## src/rtl/cache_mem_arbiter_pkg.sv

```systemverilog
// Shared definitions for the memory arbiter: state encoding, default line
// geometry / memory latency, and line-offset helper.
package cache_mem_arbiter_pkg;
  localparam int DEF_WORDS_PER_BLK = 8;
  localparam int DEF_MEM_LAT       = 4;

  typedef enum logic [2:0] {
    ST_IDLE   = 3'd0,
    ST_D_FILL = 3'd1,
    ST_I_FILL = 3'd2,
    ST_WRITE  = 3'd3,
    ST_DONE   = 3'd4
  } arbState_t;

  // Number of byte-offset bits inside one line of 16-bit words.
  function automatic int lineOffBits(input int words);
    return $clog2(words * 2);
  endfunction
endpackage

```

## src/rtl/cache_mem_arbiter_fill_counter.sv

```systemverilog
// Issue/receive counter pair for a line fill, with terminal-count flags.
module cache_mem_arbiter_fill_counter #(
  parameter  int WORDS_PER_BLK = 8,
  localparam int CW            = $clog2(WORDS_PER_BLK) + 1
) (
  input  logic          clk,
  input  logic          rst_n,
  input  logic          clear,
  input  logic          issueInc,
  input  logic          recvInc,
  output logic [CW-1:0] issueCnt,
  output logic [CW-1:0] recvCnt,
  output logic          issueDone,
  output logic          recvLast
);
  assign issueDone = (issueCnt == CW'(WORDS_PER_BLK));
  assign recvLast  = (recvCnt == CW'(WORDS_PER_BLK - 1));

  always_ff @(posedge clk or negedge rst_n) begin
    if (!rst_n) begin
      issueCnt <= '0;
      recvCnt  <= '0;
    end else if (clear) begin
      issueCnt <= '0;
      recvCnt  <= '0;
    end else begin
      if (issueInc && !issueDone) issueCnt <= issueCnt + CW'(1);
      if (recvInc && (recvCnt != CW'(WORDS_PER_BLK))) recvCnt <= recvCnt + CW'(1);
    end
  end
endmodule

```

## src/rtl/cache_mem_arbiter.sv

```systemverilog
// Single-owner arbiter for the shared multicycle memory: serialises D fills,
// D write-through stores and I fills, drives cache fill ports and stalls.
module cache_mem_arbiter
  import cache_mem_arbiter_pkg::*;
#(
  parameter int ADDR_W        = 16,
  parameter int DATA_W        = 16,
  parameter int WORDS_PER_BLK = DEF_WORDS_PER_BLK,
  parameter int MEM_LAT       = DEF_MEM_LAT
) (
  input  logic              clk,
  input  logic              rst_n,
  input  logic              icache_miss,
  input  logic [ADDR_W-1:0] icache_miss_addr,
  input  logic              dcache_miss,
  input  logic [ADDR_W-1:0] dcache_miss_addr,
  input  logic              dcache_wr,
  input  logic [ADDR_W-1:0] dcache_wr_addr,
  input  logic [DATA_W-1:0] dcache_wr_data,
  output logic              mem_en,
  output logic              mem_wr,
  output logic [ADDR_W-1:0] mem_addr,
  output logic [DATA_W-1:0] mem_wdata,
  input  logic [DATA_W-1:0] mem_rdata,
  input  logic              mem_data_valid,
  output logic [DATA_W-1:0] fill_data,
  output logic [2:0]        fill_word,
  output logic              fill_we_i,
  output logic              fill_we_d,
  output logic              tag_we_i,
  output logic              tag_we_d,
  output logic              i_stall,
  output logic              d_stall,
  output logic              busy
);
  localparam int CW    = $clog2(WORDS_PER_BLK) + 1;
  localparam int WW    = $clog2(MEM_LAT) + 1;
  localparam int OFF_W = lineOffBits(WORDS_PER_BLK);
  localparam logic [ADDR_W-1:0] OFF_MASK = ADDR_W'((1 << OFF_W) - 1);

  function automatic logic [ADDR_W-1:0] lineBase(input logic [ADDR_W-1:0] a);
    return a & ~OFF_MASK;
  endfunction

  arbState_t         state;
  logic [ADDR_W-1:0] reqAddr;
  logic [DATA_W-1:0] reqData;
  logic [WW-1:0]     waitCnt;
  logic [1:0]        doneTag;  // [1] = I-cache tag install, [0] = D-cache
  logic [CW-1:0]     issueCnt;
  logic [CW-1:0]     recvCnt;
  logic              issueDone;
  logic              recvLast;
  logic              inFill;
  logic              issueNow;
  logic              fillAccept;
  logic              memWrNow;

  assign inFill     = (state == ST_D_FILL) || (state == ST_I_FILL);
  assign issueNow   = inFill && !issueDone;
  assign fillAccept = inFill && mem_data_valid;
  assign memWrNow   = (state == ST_WRITE) && (waitCnt == '0);

  cache_mem_arbiter_fill_counter #(.WORDS_PER_BLK(WORDS_PER_BLK)) fillCnt (
    .clk      (clk),
    .rst_n    (rst_n),
    .clear    (state == ST_IDLE),
    .issueInc (issueNow),
    .recvInc  (fillAccept),
    .issueCnt (issueCnt),
    .recvCnt  (recvCnt),
    .issueDone(issueDone),
    .recvLast (recvLast)
  );

  // Request latch: captured only on grant, held for the whole transaction.
  always_ff @(posedge clk) begin
    if (state == ST_IDLE) begin
      if (dcache_miss) begin
        reqAddr <= lineBase(dcache_miss_addr);
      end else if (dcache_wr) begin
        reqAddr <= dcache_wr_addr;
        reqData <= dcache_wr_data;
      end else if (icache_miss) begin
        reqAddr <= lineBase(icache_miss_addr);
      end
    end
  end

  // Sequencer: D requests outrank I because they belong to the older instruction.
  always_ff @(posedge clk or negedge rst_n) begin
    if (!rst_n) begin
      state   <= ST_IDLE;
      waitCnt <= '0;
      doneTag <= 2'b00;
    end else begin
      case (state)
        ST_IDLE: begin
          waitCnt <= '0;
          doneTag <= 2'b00;
          if (dcache_miss)      state <= ST_D_FILL;
          else if (dcache_wr)   state <= ST_WRITE;
          else if (icache_miss) state <= ST_I_FILL;
        end
        ST_D_FILL, ST_I_FILL: begin
          if (fillAccept && recvLast) begin
            state   <= ST_DONE;
            doneTag <= (state == ST_I_FILL) ? 2'b10 : 2'b01;
          end
        end
        ST_WRITE: begin
          if (waitCnt == WW'(MEM_LAT - 1)) state <= ST_DONE;
          else waitCnt <= waitCnt + WW'(1);
        end
        ST_DONE: state <= ST_IDLE;
        default: state <= ST_IDLE;
      endcase
    end
  end

  assign mem_en    = issueNow || memWrNow;
  assign mem_wr    = memWrNow;
  assign mem_addr  = issueNow ? reqAddr + ADDR_W'({issueCnt, 1'b0})
                              : (memWrNow ? reqAddr : '0);
  assign mem_wdata = memWrNow ? reqData : '0;

  assign fill_data = fillAccept ? mem_rdata : '0;
  assign fill_word = fillAccept ? 3'(recvCnt) : 3'd0;
  assign fill_we_i = fillAccept && (state == ST_I_FILL);
  assign fill_we_d = fillAccept && (state == ST_D_FILL);
  assign tag_we_i  = (state == ST_DONE) && doneTag[1];
  assign tag_we_d  = (state == ST_DONE) && doneTag[0];

  assign busy    = (state != ST_IDLE);
  assign d_stall = dcache_miss || dcache_wr || (state == ST_D_FILL) || (state == ST_WRITE);
  assign i_stall = icache_miss || d_stall;
endmodule

```

## config.mk

```make
export PLATFORM = sky130hd
export DESIGN_NAME = cache_mem_arbiter
export DESIGN_NICKNAME = d
export VERILOG_FILES = /design/src/rtl/cache_mem_arbiter_pkg.sv /design/src/rtl/cache_mem_arbiter_fill_counter.sv /design/src/rtl/cache_mem_arbiter.sv
export SDC_FILE = /design/constraint.sdc
export NUM_CORES = 1
export LEC_CHECK = 0
export ABC_AREA = 1
export BUFFER_PORTS_ARGS = -buffer_cell sky130_fd_sc_hd__clkbuf_2
export CAP_MARGIN = 25
export CORE_MARGIN = 1.5
export CORE_UTILIZATION = 48
export CTS_CLUSTER_DIAMETER = 40
export DETAILED_ROUTE_END_ITERATION = 16
export PLACE_DENSITY = 0.88
export SLEW_MARGIN = 20
export SYNTH_ARGS = -nofsm -noshare
export SYNTH_HDL_FRONTEND = slang
export SYNTH_HIERARCHICAL = 1
export SYNTH_SLANG_ARGS = --single-unit
```

## constraint.sdc

```tcl
create_clock -name clk -period 2.45 [get_ports clk]
set_input_delay 0.3675 -clock clk [delete_from_list [all_inputs] [get_ports clk]]
set_output_delay 0.3675 -clock clk [all_outputs]
set_load 0.01 [all_outputs]
```

### After elaboration in Yosys (flattened, before gate mapping)

Cells that the tools add are included.

| operators by class | value |
|---|---|
| add/sub/neg operators | 4 |
| mux-type cells | 23 |
| equal/unequal tests | 12 |
| bitwise operators | 1 |
| reduce and logical (&&, ||, !) cells | 31 |

Operators with widths:

| cell | count |
|---|---|
| $mux 16 | 7 |
| $mux 3 | 7 |
| $add 16x5->16 | 1 |
| $mux 4 | 4 |
| $logic_and 1x1->1 | 10 |
| $eq 3x2->1 const B | 3 |
| $pmux 3 s3 | 1 |
| $add 4x1->4 const B | 2 |
| $ne 4x4->1 const B | 2 |
| $reduce_bool 2->1 | 4 |
| $logic_not 3->1 | 2 |
| $logic_or 1x1->1 | 6 |
| $ne 2x2->1 const B | 3 |
| $pmux 3 s2 | 1 |
| $reduce_and 2->1 | 3 |
| $reduce_and 3->1 | 2 |
| $reduce_bool 3->1 | 2 |
| $eq 4x3->1 const B | 1 |
| $eq 4x4->1 const B | 1 |
| $mux 2 | 2 |
| $pmux 2 s2 | 1 |
| $add 3x1->3 const B | 1 |
| $eq 3x1->1 const B | 1 |
| $eq 3x3->1 const B | 1 |
| other kinds (3) | 3 |

| storage, ports and cells | value |
|---|---|
| output and inout bits | 60 |
| word-level logic and storage cells | 79 |
| register bits | 48 |
| input port bits | 86 |

### Logic depth before layout (Yosys ltp)

| depth | value |
|---|---|
| word-level depth | 6 |
| depth in mapped cells | 13 |
| mapped depth without buffers | 12 |

### Modules after synthesis

The synthesis kept the hierarchy.

Modules (own cells, without submodules):

| module | area each (µm²) | seq. area each (µm²) | times used | cells each |
|---|---|---|---|---|
| cache_mem_arbiter | 2,692.6 | 1,161.1 | 1 | 373 |
| cache_mem_arbiter_fill_counter | 500.5 | 200.2 | 1 | 65 |

### Worst setup path before layout

OpenSTA, ideal clock, no wires.

| timing path | value |
|---|---|
| kind | register -> register |
| from | reg state[0] |
| to | reg reqAddr[0], enable pin |
| data required time | 2.062 ns |
| path buffers | 0 |
| cell stages (with the launch flop) | 6 |
| setup time | 0.388 ns |
| clock period less this slack | 1.996 ns |
| slack | 0.454 ns |
| arrival | 1.608 ns |
| cells stage by stage | dfrtp_1 > inv_2 > nand2_1 > nor2_1 > inv_2 > nor2_1 |

| between the ends | value |
|---|---|
| cells in the longest elaborated chain, start to end | 2 |

Ends and longest elaborated chain:

| what | line | text |
|---|---|---|
| start: declaration | cache_mem_arbiter.sv:45 | `arbState_t state;` |
| start signal: assignment | cache_mem_arbiter.sv:93 | `state <= ST_IDLE;` |
| start signal: assignment | cache_mem_arbiter.sv:101 | `if (dcache_miss) state <= ST_D_FILL;` |
| start signal: assignment | cache_mem_arbiter.sv:102 | `else if (dcache_wr) state <= ST_WRITE;` |
| $logic_not 3->1 | cache_mem_arbiter.sv:78 | `if (state == ST_IDLE) begin` |
| $reduce_and 2->1 (no source line) | - |  |
| end signal: assignment | cache_mem_arbiter.sv:80 | `reqAddr <= lineBase(dcache_miss_addr);` |
| end signal: assignment | cache_mem_arbiter.sv:82 | `reqAddr <= dcache_wr_addr;` |
| end signal: assignment | cache_mem_arbiter.sv:85 | `reqAddr <= lineBase(icache_miss_addr);` |
| end: declaration | cache_mem_arbiter.sv:46 | `logic [ADDR_W-1:0] reqAddr;` |

Every way passes these cells.
A chain may end at the register's enable or synchronous reset.

### Worst setup path after layout

| timing path | value |
|---|---|
| from | reg fillCnt.issueCnt[0] |
| to | out mem_addr[12] |

| between the ends | value |
|---|---|
| cells in the longest elaborated chain, start to end | 4 |
| elaborated cells between the ends (all ways) | 5 |
| those cells by class | add/sub: 1; eq/ne: 1; mux: 1; reduce/logical: 2 |

Ends and longest elaborated chain:

| what | line | text |
|---|---|---|
| start: declaration | cache_mem_arbiter_fill_counter.sv:11 | `output logic [CW-1:0] issueCnt,` |
| start signal: assignment | cache_mem_arbiter_fill_counter.sv:27 | `if (issueInc && !issueDone) issueCnt <= issueCnt + CW'(1);` |
| $eq 4x4->1 | cache_mem_arbiter_fill_counter.sv:16 | `assign issueDone = (issueCnt == CW'(WORDS_PER_BLK));` |
| net issueDone | cache_mem_arbiter.sv:52 | `logic issueDone;` |
| $logic_not 1->1 | cache_mem_arbiter.sv:60 | `assign issueNow = inFill && !issueDone;` |
| $logic_and 1x1->1 | cache_mem_arbiter.sv:60 |  |
| $mux 16 | cache_mem_arbiter.sv:123 | `assign mem_addr = issueNow ? reqAddr + ADDR_W'({issueCnt, 1'b0})` |
| end: declaration | cache_mem_arbiter.sv:22 | `output logic [ADDR_W-1:0] mem_addr,` |

The timed path passes the listed nets, and every way through them passes these cells.

==> metrics.yaml <==
slowest_stage: "dfrtp_1"
rows: 29
end_kind: "primary output"
met1_usage_pct: 27.34
drc: 0
fmax_mhz: 423.0
port-buffer-count: 137
ctsLongestPathBuffers: 2
worst_slew_pin_slew_ps: 754.4
ys_seq_elements: 48
ioPinCount: 146
top_usage_layer: "met2"
synth_cells: 438
rr_worst_depth: 12
die_w_um: 84.56
cap_violations: 0
holdCritStartpoint: "dcache_wr_data[10]"
cp.arrival_ps: 2000
netSwitchingPower_mw: 1.652
insertion_delay_ps: 300
period_share_pct: 96.49
grt_pass1_wl_um: 13390
maxSlewHeadroom_pct: 49.52
antenna_cells: 0
via_count: 3273
area_growth_pct: 29.11
grt_max_degree: 20
period_minus_slack_ps: 2364
p_leak_nw: 2.276
met2_usage_pct: 41.63
setup_viol: 0
drt-total-wl_um: 8143
wl_per_cell_um: 12.34
rr_endpoint: "fillCnt/issueCnt[3]"
antenna_found_initial: 0
path_cells: "inv_1 -> ha_1 -> nand3_1 -> inv_1 -> inv_2 -> nand2_8 -> nand2_4 -> inv_1 -> nor2_1 -> nand2_1 -> nand2_1 -> clkbuf_2"
hold_viol: 0
drive_above_1_share_pct: 32.25
synthFlopType: "edfxtp_1"
worstPathMaxFanout: 7
syn_area_mm2: 0.003193
pwr_density_cell_mw_per_mm2: 875.1
synth-edff-count: 32
p_sw_share_pct: 45.79
grt.overflow.total: 0
met3_usage_pct: 2.950
fin_util_pct: 64.56
critPathKind: "flip-flop to primary output"
combPwrFrac_pct: 51.1
regToRegStartpoint: "fillCnt/issueCnt[0]"
die_h_um: 84.56
syn_avg_cell_area_um2: 7.290
ys_seq_area_share_pct: 42.63
fill_cells: 544
die_area_mm2: 0.007150
cts_tree: "built"
p_seq_share_pct: 35.4
hpwl_um: 6281
hold_end: "reqData[10]"
clkTransAtPathRegs_ps: 100
outcome: "finished clean"
p_total_mw: 3.608
rsz0062_at_grt: "true"
yosys_warnings: 6
startpoint_type: "flip-flop"
r2r_slack_ps: 590
htreeDepth: 2
first_pass_iters: 6
cp_common_cell: "inv_1"
postSynthNetCount: 536
finalSetupTns_ps: 0
clkPwrFrac_pct: 13.5
fin_hold_ws_ps: 237.9
hp-class: "input pin to flip-flop"
final_cells: 660
async_flop_share_pct: 33.33
fp.coreArea_mm2: 0.006386
drtIter0Drc: 237
fin_skew_ps: 8.773
dpl.cell_count: 647
cp.required_ps: 2080
cts_buffers: 5
internal_power_mw: 1.956
place.gp.congestion: 0.8396
critical_path.top_delay_family: "simple AND/OR/NAND/NOR gates"
nets: 680
cts_root_buffer: "clkbuf_8"
ys_types: 33
final_max_slew_viol_count: 0
ir_drop_uv: 470.9
grt_util_all_layers_pct: 22.63
critical_path_buf_inv_count: 5
slowest_delay_ps: 420
grt_pass1_vias: 3131
antenna_left: 0
cts_sinks: 48
worstHoldPathCells: 1
viasPerCell: 4.959
initial_core_util_pct: 50.00
## cell families after synthesis
group | share of synthesized area (%)
DFF | 42.63
adders and majority gates | 4.937
buffers and inverters | 13.24
and+or+nand+nor | 35.15
xor gates and xnor gates | 0.2743
AOI/OAI and AO/OA | 3.762
## worst reg2reg max path, stage by stage, from the launching register on
cell,delay (ps)
dfrtp_1,420
inv_1,100
ha_1,200
nand3_1,130
inv_1,70
inv_2,130
nand2_8,100
inv_8,130
nand2_1,80
nor3_1,220
nand2_1,80
nand2_1,60
nor2_1,40
## worst max path at each step
stage / from / end / slack (ps) / depth (start not counted)
2_1_floorplan: state[0] / reqAddr[0] / 450 / 5
3_3_place_gp: fillCnt/issueCnt[0] / mem_addr[9] / 360 / 11
3_5_place_dp: fillCnt/issueCnt[0] / mem_addr[9] / 310 / 11
4_1_cts: fillCnt/issueCnt[0] / mem_addr[9] / 20 / 11
5_1_grt: fillCnt/issueCnt[0] / mem_addr[7] / -40 / 11
6_report: fillCnt/issueCnt[0] / mem_addr[12] / 90 / 12
## synth_stat cells, types with 2 or more instances
library cell	number	area (µm²)
nor2_1	72	270.3
dfrtp_1	16	400.4
edfxtp_1	32	960.9
nand3_1	38	190.2
nor3_1	3	15.01
inv_2	7	26.28
nand2_2	2	12.51
buf_2	3	15.01
nand2_4	2	22.52
nand2_1	124	465.5
buf_6	3	33.78
ha_1	11	137.6
nand3_2	5	50.05
o21ai_0	13	65.06
inv_1	80	300.3
a21oi_1	4	20.02
a21oi_2	2	17.52
nand4_1	6	37.54
## layer usage
metal  vias up  share of wire (%)
met2       125                 51
met4         0                2.3
met5         -                  0
li1       1639                  -
met1      1487                 41
met3        22                5.6
## repair_timing
item	CTS	global route
resized for setup	1	20
pin swaps	1	5
setup endpoints to repair	4	13
setup buffers	1	3
hold endpoints to repair	16	0
hold buffers	1	0
## placed cells by master (no fill, tap or decap), types with 2 or more instances in the layout
cell type  synthesis  layout
nand2_1          124     123
nand3_1           38      36
inv_1             80      77
nor3_1             3       3
buf_4              0       7
nor2_4             1       3
nand4_1            6       6
clkbuf_2           0     135
inv_2              7      10
nand2_4            2       2
o21ai_0           13      10
a21oi_2            2       2
nand2_2            2       3
ha_1              11       9
a21oi_1            4       3
nor2_1            72      71
o21ai_1            1       4
clkbuf_8           0       5
edfxtp_1          32      32
dfrtp_1           16      15
nand3_2            5       6
buf_2              3       2
## per-stage QoR
stage / area (µm²) / worst slack [ps]
3_5_place_dp: 3930 / 306.7
6_report: 4123 / 86.05
4_1_cts: 4040 / 24.52
3_3_place_gp: 3930 / 359.0
5_1_grt: 4123 / -38.22
2_1_floorplan: 3193 / 453.9
## power by group through the flow
stage	Clock (mW)	Sequential (mW)	Combinational (mW)
6_report	0.487	1.28	1.84
5_1_grt	0.526	1.30	2.05
4_1_cts	0.501	1.26	1.79
3_5_place_dp	0	1.28	1.76
3_3_place_gp	0	1.26	1.67
2_1_floorplan	0	1.23	1.24
## registers in the layout, indices dropped and copies added, names as in the netlist
register and flops:
fillCnt/recvCnt 4, state 3, fillCnt/issueCnt 4, reqData 16, doneTag 2, waitCnt 3
reqAddr 16
## final cells by class
type	count	area (µm²)	area share, %
well taps	77	96.34	2.337
clock buffers	5	68.82	1.669
flip-flops and latches	48	1363	33.05
multi-input cells	293	1470	35.66
inverters	89	355.3	8.619
clock inverters	3	21.27	0.5159
repair buffers	145	748.2	18.15
Note: power is estimated with default switching activity, not from simulation.
